[src/rtl/timer_pkg.sv]
// rtl/timer_pkg.sv - shared types and constants for the countdown timer
// Contents: FSM state encoding, register word offsets, CTRL bit positions,
// and the counting mode encodings.
package timer_pkg;

  typedef enum logic [1:0] {
    S_IDLE = 2'd0,
    S_LOAD = 2'd1,
    S_CNT  = 2'd2,
    S_INT  = 2'd3
  } timer_state_e;

  // Byte offsets of the registers inside the 16-byte window
  localparam logic [3:0] OFF_CTRL   = 4'h0;
  localparam logic [3:0] OFF_PRESET = 4'h4;
  localparam logic [3:0] OFF_COUNT  = 4'h8;

  // CTRL field positions
  localparam int CTRL_EN      = 0;
  localparam int CTRL_MODE_LO = 1;
  localparam int CTRL_MODE_HI = 2;
  localparam int CTRL_IM      = 3;

  localparam logic [1:0] MODE_ONESHOT = 2'd0;
  localparam logic [1:0] MODE_RELOAD  = 2'd1;

endpackage

[src/rtl/byte_merge.sv]
// rtl/byte_merge.sv - byte-lane merge of an old word with new write data
// Ports:
//   old_i     in  32  current word contents
//   new_i     in  32  lane-aligned write data
//   byteen_i  in  4   lane enables, bit i selects byte i from new_i
//   merged_o  out 32  resulting word
module byte_merge (
  input  logic [31:0] old_i,
  input  logic [31:0] new_i,
  input  logic [3:0]  byteen_i,
  output logic [31:0] merged_o
);

  always_comb begin
    merged_o = old_i;
    for (int i = 0; i < 4; i++) begin
      if (byteen_i[i]) begin
        merged_o[8*i +: 8] = new_i[8*i +: 8];
      end
    end
  end

endmodule

[src/rtl/timer_dev.sv]
// rtl/timer_dev.sv - memory-mapped 32-bit countdown timer with interrupt
// Ports:
//   clk     in  1   clock, all state on the rising edge
//   reset   in  1   asynchronous active-high reset
//   addr    in  32  CPU byte address (addr[1:0] ignored)
//   byteen  in  4   byte-lane write enables, 0 = no write
//   wdata   in  32  lane-aligned write data
//   rdata   out 32  combinational read data for addr
//   irq     out 1   interrupt request (PEND & IM)
module timer_dev
  import timer_pkg::*;
#(
  parameter logic [31:0] BASE = 32'h0000_7F00
) (
  input  logic        clk,
  input  logic        reset,
  input  logic [31:0] addr,
  input  logic [3:0]  byteen,
  input  logic [31:0] wdata,
  output logic [31:0] rdata,
  output logic        irq
);

  timer_state_e state_q, state_d;
  logic        en_q, en_d;
  logic [1:0]  mode_q, mode_d;
  logic        im_q, im_d;
  logic        pend_q, pend_d;
  logic [31:0] preset_q, preset_d;
  logic [31:0] count_q, count_d;

  logic        hit;
  logic [1:0]  word_sel;
  logic        wr_ctrl;
  logic        wr_preset;
  logic [31:0] ctrl_word;
  logic [31:0] merge_old;
  logic [31:0] merge_new;
  logic        int_entry;
  logic        unused_addr_bits;

  assign unused_addr_bits = ^addr[1:0];

  assign hit       = (addr[31:4] == BASE[31:4]);
  assign word_sel  = addr[3:2];
  assign wr_ctrl   = hit && (byteen != 4'b0000) && (word_sel == OFF_CTRL[3:2]);
  assign wr_preset = hit && (byteen != 4'b0000) && (word_sel == OFF_PRESET[3:2]);
  assign ctrl_word = {28'd0, im_q, mode_q, en_q};

  // One merger serves both writable registers; the addressed one is the old word.
  assign merge_old = (word_sel == OFF_CTRL[3:2]) ? ctrl_word : preset_q;

  byte_merge u_byte_merge (
    .old_i    (merge_old),
    .new_i    (wdata),
    .byteen_i (byteen),
    .merged_o (merge_new)
  );

  always_comb begin
    state_d   = state_q;
    en_d      = en_q;
    mode_d    = mode_q;
    im_d      = im_q;
    pend_d    = pend_q;
    preset_d  = preset_q;
    count_d   = count_q;
    int_entry = 1'b0;

    case (state_q)
      S_IDLE: begin
        if (en_q) state_d = S_LOAD;
      end
      S_LOAD: begin
        count_d = preset_q;
        state_d = S_CNT;
      end
      S_CNT: begin
        if (!en_q) begin
          state_d = S_IDLE;
        end else if (count_q > 32'd1) begin
          count_d = count_q - 32'd1;
        end else begin
          count_d   = 32'd0;
          pend_d    = 1'b1;
          int_entry = 1'b1;
          state_d   = S_INT;
        end
      end
      S_INT: begin
        if (mode_q == MODE_RELOAD) begin
          pend_d  = 1'b0;
          state_d = S_LOAD;
        end else begin
          en_d    = 1'b0;
          state_d = S_IDLE;
        end
      end
      default: state_d = S_IDLE;
    endcase

    // Bus writes are applied after the FSM so a CTRL write overrides the
    // INT-state EN clear. PEND set on INT entry still beats the write clear.
    if (wr_ctrl) begin
      en_d   = merge_new[CTRL_EN];
      mode_d = merge_new[CTRL_MODE_HI:CTRL_MODE_LO];
      im_d   = merge_new[CTRL_IM];
      if (mode_q != MODE_RELOAD && !int_entry) pend_d = 1'b0;
    end
    if (wr_preset) preset_d = merge_new;
  end

  always_ff @(posedge clk or posedge reset) begin
    if (reset) begin
      state_q  <= S_IDLE;
      en_q     <= 1'b0;
      mode_q   <= MODE_ONESHOT;
      im_q     <= 1'b0;
      pend_q   <= 1'b0;
      preset_q <= 32'd0;
      count_q  <= 32'd0;
    end else begin
      state_q  <= state_d;
      en_q     <= en_d;
      mode_q   <= mode_d;
      im_q     <= im_d;
      pend_q   <= pend_d;
      preset_q <= preset_d;
      count_q  <= count_d;
    end
  end

  assign irq = pend_q & im_q;

  always_comb begin
    rdata = 32'd0;
    if (hit) begin
      case (word_sel)
        OFF_CTRL[3:2]:   rdata = ctrl_word;
        OFF_PRESET[3:2]: rdata = preset_q;
        OFF_COUNT[3:2]:  rdata = count_q;
        default:         rdata = 32'd0;
      endcase
    end
  end

endmodule
[config.mk]
export PLATFORM = sky130hd
export DESIGN_NAME = timer_dev
export DESIGN_NICKNAME = d
export VERILOG_FILES = /design/src/rtl/timer_pkg.sv /design/src/rtl/byte_merge.sv /design/src/rtl/timer_dev.sv
export SDC_FILE = /design/constraint.sdc
export NUM_CORES = 1
export LEC_CHECK = 0
export ABC_AREA = 1
export BUFFER_PORTS_ARGS = -buffer_cell sky130_fd_sc_hd__buf_2
export CELL_PAD_IN_SITES_DETAIL_PLACEMENT = 0
export CELL_PAD_IN_SITES_GLOBAL_PLACEMENT = 1
export CORE_UTILIZATION = 39
export CTS_BUF_LIST = sky130_fd_sc_hd__clkbuf_8
export CTS_CLUSTER_SIZE = 10
export DETAILED_ROUTE_END_ITERATION = 8
export PLACE_DENSITY_LB_ADDON = 0.1
export SKIP_CTS_REPAIR_TIMING = 1
export SYNTH_ARGS = -nofsm -noshare
export SYNTH_HDL_FRONTEND = slang
export SYNTH_SLANG_ARGS = --single-unit
[constraint.sdc]
create_clock -name clk -period 2.4 [get_ports clk]
set_input_delay 0.36 -clock clk [delete_from_list [all_inputs] [get_ports clk]]
set_output_delay 0.36 -clock clk [all_outputs]
set_load 0.005 [all_outputs]
-- Word-level counts from Yosys, hierarchy flattened
Index checks and enable logic that the tools add are counted.
- register bits after elaboration: 71
- latch bits: 0
- RAM bits: 0
- bits in read-only memories: 0
- input bits: 70
- logic and storage cells: 74
- memories kept: 0
- add/subtract/negate cells: 1
- $mul: 0
- divide/modulo/power cells: 0
- order comparisons: 1
- eq/ne operators: 12
- shift-type cells: 0
- muxes and demuxes: 27
- bitwise gates (word level): 1
- reductions and logical operators: 21
- operators by type and width (kind ; number):
    $mux W32 ; 4
    $pmux W32 S3 ; 1
    $pmux W32 S2 ; 1
    $gt A32 B1 Y1 const B ; 1
    $mux W8 ; 4
    $sub A32 B1 Y32 const B ; 1
    $eq A28 B11 Y1 const B ; 1
    $reduce_and A2 Y1 ; 7
    $mux W1 ; 12
    $reduce_bool A2 Y1 ; 6
    $pmux W2 S4 ; 1
    $eq A2 B1 Y1 const B ; 3
    $eq A2 B2 Y1 const B ; 3
    $mux W2 ; 3
    $ne A2 B2 Y1 const B ; 3
    $logic_and A1 B1 Y1 ; 4
    $logic_not A2 Y1 ; 2
    $reduce_bool A4 Y1 ; 1
    $ne A3 B3 Y1 const B ; 1
    $ne A2 B1 Y1 const B ; 1
    $pmux W1 S2 ; 1
    $and A1 B1 Y1 ; 1
    $logic_not A1 Y1 ; 1

-- Longest topological paths before layout
Gate-level depths: netlist of the first run.
- depth after elaboration: 8
- mapped depth: 13

-- Hierarchy
From an unflattened synthesis of the first run, not the netlist that was laid out.
- cells, all modules: 880
- area, all modules: 5506.5 um^2
- by module, submodules not included (module ; instances ; cells an instance ; area each (um^2)):
    timer_dev ; 1 ; 776 ; 5086.1
    byte_merge ; 1 ; 104 ; 420.4

-- Worst setup path after synthesis of the first run
Ideal clock, no wire load.
- kind: flip-flop to flip-flop
- start: register count_q[0]
- end: register count_q[28]
- setup time: 117 ps
- arrival time: 1513 ps
- setup slack: 770 ps
- cell stages (with the launch flop): 14
- path buffers: 0
- path through: dfrtp_1 > inv_1 > ha_1 > nand2_1 > nor2_4 > nand2_1 > inv_2 > nand2_1 > nand2_1 > nand2_1 > nand2_1 > nand2_1 > nand2_1 > nand2_1
- word-level cells in the longest chain between the ends: 4
- elaborated cells on any way between the ends: 5
- classes of those cells: 1 x add/sub; 1 x order compare; 3 x mux
- ends and longest elaborated chain (item ; line ; text):
    from (decl) ; timer_dev.sv:30 ; logic [31:0] count_q, count_d;
    from (signal assigned) ; timer_dev.sv:129 ; count_q <= count_d;
    $sub A32 B1 Y32 or $gt A32 B1 Y1 (tied branches) ; timer_dev.sv:82, timer_dev.sv:81 ;
    $mux W32 (*) ; timer_dev.sv:81 ; end else if (count_q > 32'd1) begin
    $mux W32 (*) ; timer_dev.sv:79 ; if (!en_q) begin
    $pmux W32 S2 (*) ; timer_dev.sv:70 ; case (state_q)
Every way passes the cells marked *; elsewhere a longest branch is shown, timed or not. The select of a mux whose other input is x is not followed.
A chain may end at the register's enable or synchronous reset.

-- Worst setup path after layout of the first run
- start: register count_q[0]
- end: register count_q[19]
The elaborated chain is that of the path after synthesis.

==> impl_metrics.json, run 1 <==
{
  "setup_viol": 0,
  "tns_ns": 0,
  "syn_inst": 776,
  "timing.fmax_ghz": 0.4949,
  "insertion_delay_ns": 0.37,
  "use_met2": 0.3626,
  "synth_top_family_by_area": "simple AND/OR/NAND/NOR gates",
  "cp.arrival_ns": 2.33,
  "grt_pass1_wl_um": 24180,
  "grt_max_degree": 33,
  "powerDensity_nw_per_um2": 419.6,
  "clkTransAtPathRegs_ns": 0.08,
  "yosys.area_share.xor_xnor": 0.02703,
  "placeableCoreArea_sq_um": 12060,
  "cp_top_family": "simple AND/OR/NAND/NOR gates",
  "yosysSeqAreaShare": 0.3655,
  "cts_tree": "done",
  "grt_overflow": 0,
  "first_pass_iters": 5,
  "cp_cell_sequence": "inv_1 -> ha_1 -> o21ai_0 -> nor2_1 -> nand2_1 -> nor2_4 -> nor2_4 -> buf_4 -> nand3_1 -> nand2_1 -> nand2_1 -> nand2_1",
  "avgViaCountPerCell": 4.922,
  "portBuffers": 100,
  "dr_total_vias": 5158,
  "drv_cap": 0,
  "ir_drop_uv": 333.5,
  "track_usage": 0.2418,
  "dieArea_sq_um": 12910,
  "crit_type": "flop to flop",
  "slowest_delay_ns": 0.40,
  "synth_simple_gate_area_share": 0.4484,
  "diodes": 0,
  "wire_per_inst_um": 13.95,
  "fin_util": 0.4795,
  "hold_class": "primary input to async pin",
  "status": "finished clean",
  "rsz0062_at_grt": "false",
  "wl_um": 14620,
  "grt.busiest_layer": "met2",
  "cp_max_fo": 16,
  "max_slew_margin": 0.5208,
  "path_buf_inv": 2,
  "syn_to_final_growth_pct": 18.97,
  "ys_ff_latch": 71,
  "power_leakage_nw": 3.221,
  "design_power_total_mw": 2.426,
  "fillers": 1280,
  "clk_path_buf_depth": 2,
  "worstPathRequired_ns": 2.71,
  "syn_area_per_cell_sq_um": 6.264,
  "yosys_warnings": 0,
  "start_kind": "flop",
  "worst_pin_slew_ns": 0.7178,
  "root_buffer": "clkbuf_8",
  "hold_viol": 0,
  "h-tree-depth": 3,
  "ios": 103,
  "fin_nets": 948,
  "final_antenna_net_count": 0,
  "synth_nets": 848,
  "start_util": 0.4030,
  "crit_top_cell": "nand2_1",
  "rows": 40,
  "dp_cells": 1033,
  "grtUsageMet3": 0.03454,
  "gp_congestion": 0.8715,
  "period_share": 0.8420,
  "drt_iter0_drc": 321,
  "cts.sinks": 71,
  "skew_ns": 0.01388,
  "maxSlewViolCount": 0,
  "numCtsBuffers": 9,
  "route.detailed.drc": 0,
  "cpMaxStageDelayCell": "dfrtp_1",
  "endpoint_kind": "flop",
  "grt_use_met1": 0.3576,
  "synth-compound-area-share": 0.08391,
  "drive_gt1_frac": 0.1761,
  "dpl.hpwl_um": 11170,
  "grt_pass1_vias": 4832,
  "fin_crit_ns": 2.021,
  "synth_cell_type_count": 26,
  "antenna_found_initial": 0,
  "synthMuxAreaShare": 0,
  "synth-adder-area-share": 0.005148,
  "synth_area_sq_um": 4861,
  "fp.dieH_um": 113.6,
  "final_cells": 1048,
  "dieWidth_um": 113.6
}
-- report_power, final --
part	total [mW]	switching, mW	leakage [nW]	internal [mW]
Combinational	0.157	0.0952	2.16	0.0616
Clock	1.07	0.497	0.105	0.577
Sequential	1.20	0.000000175	0.956	1.20
Total	2.43	0.592	3.22	1.83
-- layout make-up --
| class | count | area, sq um | share of cell area |
|---|---|---|---|
| clock buffers | 9 | 123.9 | 0.02142 |
| clock inverters | 6 | 86.33 | 0.01493 |
| inverters | 55 | 206.4 | 0.03570 |
| multi-input cells | 623 | 2746 | 0.4749 |
| flip-flops and latches | 71 | 1777 | 0.3072 |
| well taps | 168 | 210.2 | 0.03635 |
| repair buffers | 116 | 633.1 | 0.1095 |
-- kinds of logic (layout without fill, tap and decap cells) --
logic type,count (synthesis),in the layout
simple gates,532,532
compound gates,74,74
xor+xnor,15,15
fa+ha+maj,2,2
buf+inv,82,186
flops,71,71
-- flip-flops by register name, indices dropped and copies added (netlist names) --
name / count
state_q: 2
preset_q: 32
count_q: 32
im_q: 1
pend_q: 1
en_q: 1
mode_q: 2
-- cell usage in the layout (no fill, tap or decap), types with 5 or more instances in the layout --
cell,synthesis,final
nand2_1,355,355
buf_2,8,100
nor2_1,85,84
dfrtp_1,71,71
nand3_1,57,57
inv_1,52,51
a21oi_1,34,34
o21ai_0,19,19
buf_4,2,15
xor2_1,14,14
nor2_2,10,11
nand4_1,11,11
clkbuf_8,0,9
o21bai_1,8,8
o21ai_1,7,7
nor2_4,5,5
-- path summary, 6_finish.rpt --
check | startpoint | to | slack (ns) | cells after the start
setup / recovery | count_q[0]$_DFFE_PP0P_ | count_q[19]$_DFFE_PP0P_ | 0.38 | 12
hold / removal | reset | preset_q[24]$_DFFE_PP0P_ | 0.10 | 2
setup reg to reg | count_q[0]$_DFFE_PP0P_ | count_q[19]$_DFFE_PP0P_ | 0.38 | 12
hold reg to reg | preset_q[4]$_DFFE_PP0P_ | preset_q[4]$_DFFE_PP0P_ | 0.50 | 2
max in group asynchronous | reset | preset_q[21]$_DFFE_PP0P_ | 1.64 | 3
min in group clk | wdata[18] | preset_q[18]$_DFFE_PP0P_ | 0.22 | 3
-- Yosys cell counts --
cell type  count  share of area
buf_6          2         0.0046
nor2_2        10          0.013
o21bai_1       8          0.012
nor2_4         5          0.012
inv_2          3         0.0023
nand2_1      355           0.27
a221oi_1       2         0.0036
xor2_1        14          0.025
o21ai_1        7         0.0072
o221ai_1       2         0.0036
buf_4          2         0.0031
clkbuf_1      15          0.012
inv_1         52          0.040
nor3_1         3         0.0031
nor2_1        85          0.066
nand2_2        4         0.0051
a21oi_1       34          0.035
nand3_1       57          0.059
nand3b_1       2         0.0031
a31oi_1        2         0.0026
o21ai_0       19          0.020
nand4_1       11          0.014
dfrtp_1       71           0.37
buf_2          8         0.0082
ha_1           2         0.0051
xnor2_1        1         0.0018
-- metal layers --
layer | routed length (um) | vias up
met4 | 197 | 0
met1 | 7545 | 2360
met5 | 0 | -
li1 | - | 2648
met3 | 658 | 16
met2 | 6219 | 134
-- through the flow --
stage	worst slack (ns)	instance area [sq um]	hold slack [ns]
4_1_cts	0.3781	5783	0.1276
5_1_grt	0.1789	5783	0.1625
3_5_place_dp	0.3774	5573	0.4898
6_report	0.3793	5783	0.1029
3_3_place_gp	0.3963	5573	0.4854
2_1_floorplan	0.2434	4861	0.4641
(Power assumes the default switching activity.)
==> run 2, diff against run 1 <==
Settings changed: CORE_UTILIZATION 39 to 35.
Clock period 2.4 ns to 1.7 ns, I/O delays scaled along.
==> run 2 against run 1 <==
Net effect:
- the run now ends with negative setup slack left
- critical path depth down 1
- die area up 11%
- sequential share of layout area down 5.2 points
- clock power up 51%
- critical path type unchanged
- critical endpoint is now state_q[0]$_DFFE_PP0P_
==> impl_metrics.json, run 2 (same netlist as run 1, synthesis figures left out) <==
{
  "status": "finished, violations left",
  "violations": "negative setup slack",
  "first_pass_iters": 5,
  "portBuffers": 100,
  "skew_ns": 0.01777,
  "dieArea_sq_um": 14360,
  "grt_overflow": 0,
  "syn_to_final_growth_pct": 43.19,
  "track_usage": 0.2408,
  "drv_cap": 0,
  "diodes": 0,
  "hold_class": "primary input to flop",
  "insertion_delay_ns": 0.38,
  "tns_ns": -1.467,
  "fin_crit_ns": 1.814,
  "clkTransAtPathRegs_ns": 0.08,
  "numCtsBuffers": 9,
  "cts_tree": "done",
  "power_leakage_nw": 3.783,
  "ios": 103,
  "max_slew_margin": 0.7117,
  "timing.hold.ws_ns": 0.1068,
  "gp_congestion": 0.8935,
  "ir_drop_uv": 344.0,
  "slowest_delay_ns": 0.41,
  "powerDensity_nw_per_um2": 512.5,
  "cp_top_family": "buffers and inverters",
  "endpoint_kind": "flop",
  "worstPathRequired_ns": 2.00,
  "final_cells": 1145,
  "placeableCoreArea_sq_um": 13400,
  "rows": 42,
  "dp_slack_ns": -0.1679,
  "start_kind": "flop",
  "setup_viol": 22,
  "largestRegisters": "count_q (32), preset_q (32)",
  "cpMaxStageDelayCell": "dfrtp_1",
  "grt_max_degree": 72,
  "dr_total_vias": 5685,
  "worst_pin_slew_ns": 0.4325,
  "drt_iter0_drc": 373,
  "root_buffer": "clkbuf_8",
  "h-tree-depth": 3,
  "grt_pass1_vias": 5256,
  "clk_path_buf_depth": 2,
  "grt_pass1_wl_um": 26500,
  "dieWidth_um": 119.9,
  "wire_per_inst_um": 15.36,
  "dpl.hpwl_um": 12440,
  "cp.arrival_ns": 2.12,
  "design_power_total_mw": 3.567,
  "fin_nets": 1036,
  "antenna_found_initial": 0,
  "dp_cells": 1116,
  "avgViaCountPerCell": 4.965,
  "rsz0062_at_grt": "true",
  "cts.sinks": 71,
  "timing.fmax_ghz": 0.5512,
  "drive_gt1_frac": 0.3292,
  "fp.dieH_um": 119.9,
  "route.detailed.drc": 0,
  "wl_um": 17590,
  "fillers": 1420,
  "fin_ws_ns": -0.1142,
  "final_antenna_net_count": 0,
  "cp_max_fo": 3,
  "path_buf_inv": 5,
  "crit_type": "flop to flop",
  "maxSlewViolCount": 0,
  "final_cell_mix": "nand2_1, buf_4, buf_2, dfrtp_1, nor2_1",
  "hold_viol": 0,
  "crit_top_cell": "buf_4",
  "start_util": 0.3627,
  "cp_cell_sequence": "inv_2 -> ha_4 -> o21ai_1 -> nor2_1 -> nand2_1 -> nor2_4 -> buf_6 -> clkinvlp_4 -> buf_4 -> buf_4 -> a21oi_1",
  "layout_commonest_cell": "nand2_1",
  "period_share": 1.067
}
## run 2: cell type report
type	instances	area, sq um	share of cell area
Tap cell	176	220.2	0.03164
Clock buffer	10	137.6	0.01977
Inverter	55	221.5	0.03182
Timing Repair Buffer	202	1436	0.2064
Multi-Input combinational cell	625	3074	0.4417
Clock inverter	6	93.84	0.01348
Sequential cell	71	1777	0.2553
## run 2: through the flow
stage / util / area (sq um)
CTS: 0.4781 / 6406
global route: 0.5194 / 6960
floorplan: - / 4865
detailed placement: 0.4608 / 6175
finish: 0.5194 / 6960
global placement: 0.4608 / 6175
## run 2: worst paths after layout
| check | start | end | slack [ns] | cells past startpoint |
|---|---|---|---|---|
| max in group asynchronous | reset | count_q[28]$_DFFE_PP0P_ | 0.83 | 4 |
| hold / removal | wdata[16] | preset_q[16]$_DFFE_PP0P_ | 0.11 | 3 |
| setup reg to reg | count_q[0]$_DFFE_PP0P_ | state_q[0]$_DFFE_PP0P_ | -0.11 | 11 |
| setup / recovery | count_q[0]$_DFFE_PP0P_ | state_q[0]$_DFFE_PP0P_ | -0.11 | 11 |
| hold reg to reg | en_q$_DFFE_PP0P_ | en_q$_DFFE_PP0P_ | 0.50 | 2 |
| min in group asynchronous | reset | count_q[6]$_DFFE_PP0P_ | 0.51 | 4 |
## run 2: where the power goes
part           internal, mW  total, mW  switching [mW]
logic                 0.110      0.255           0.145
clock network         0.874       1.62           0.751
registers              1.69       1.69     0.000000159
## run 2: routing by layer
metal | vias to the layer above | GRT usage | part of all wire
li1 | 2834 | - | -
met3 | 17 | 0.04087 | 0.058
met5 | - | 0 | 0
met4 | 0 | 0.06719 | 0.013
met1 | 2657 | 0.3499 | 0.48
met2 | 177 | 0.3652 | 0.45
## run 2: tightest hold or removal path, delay by kind of cell
family | cells | cell delay (ns)
AND/OR/NAND/NOR | 2 | 0.12
buffers and inverters | 1 | 0.07
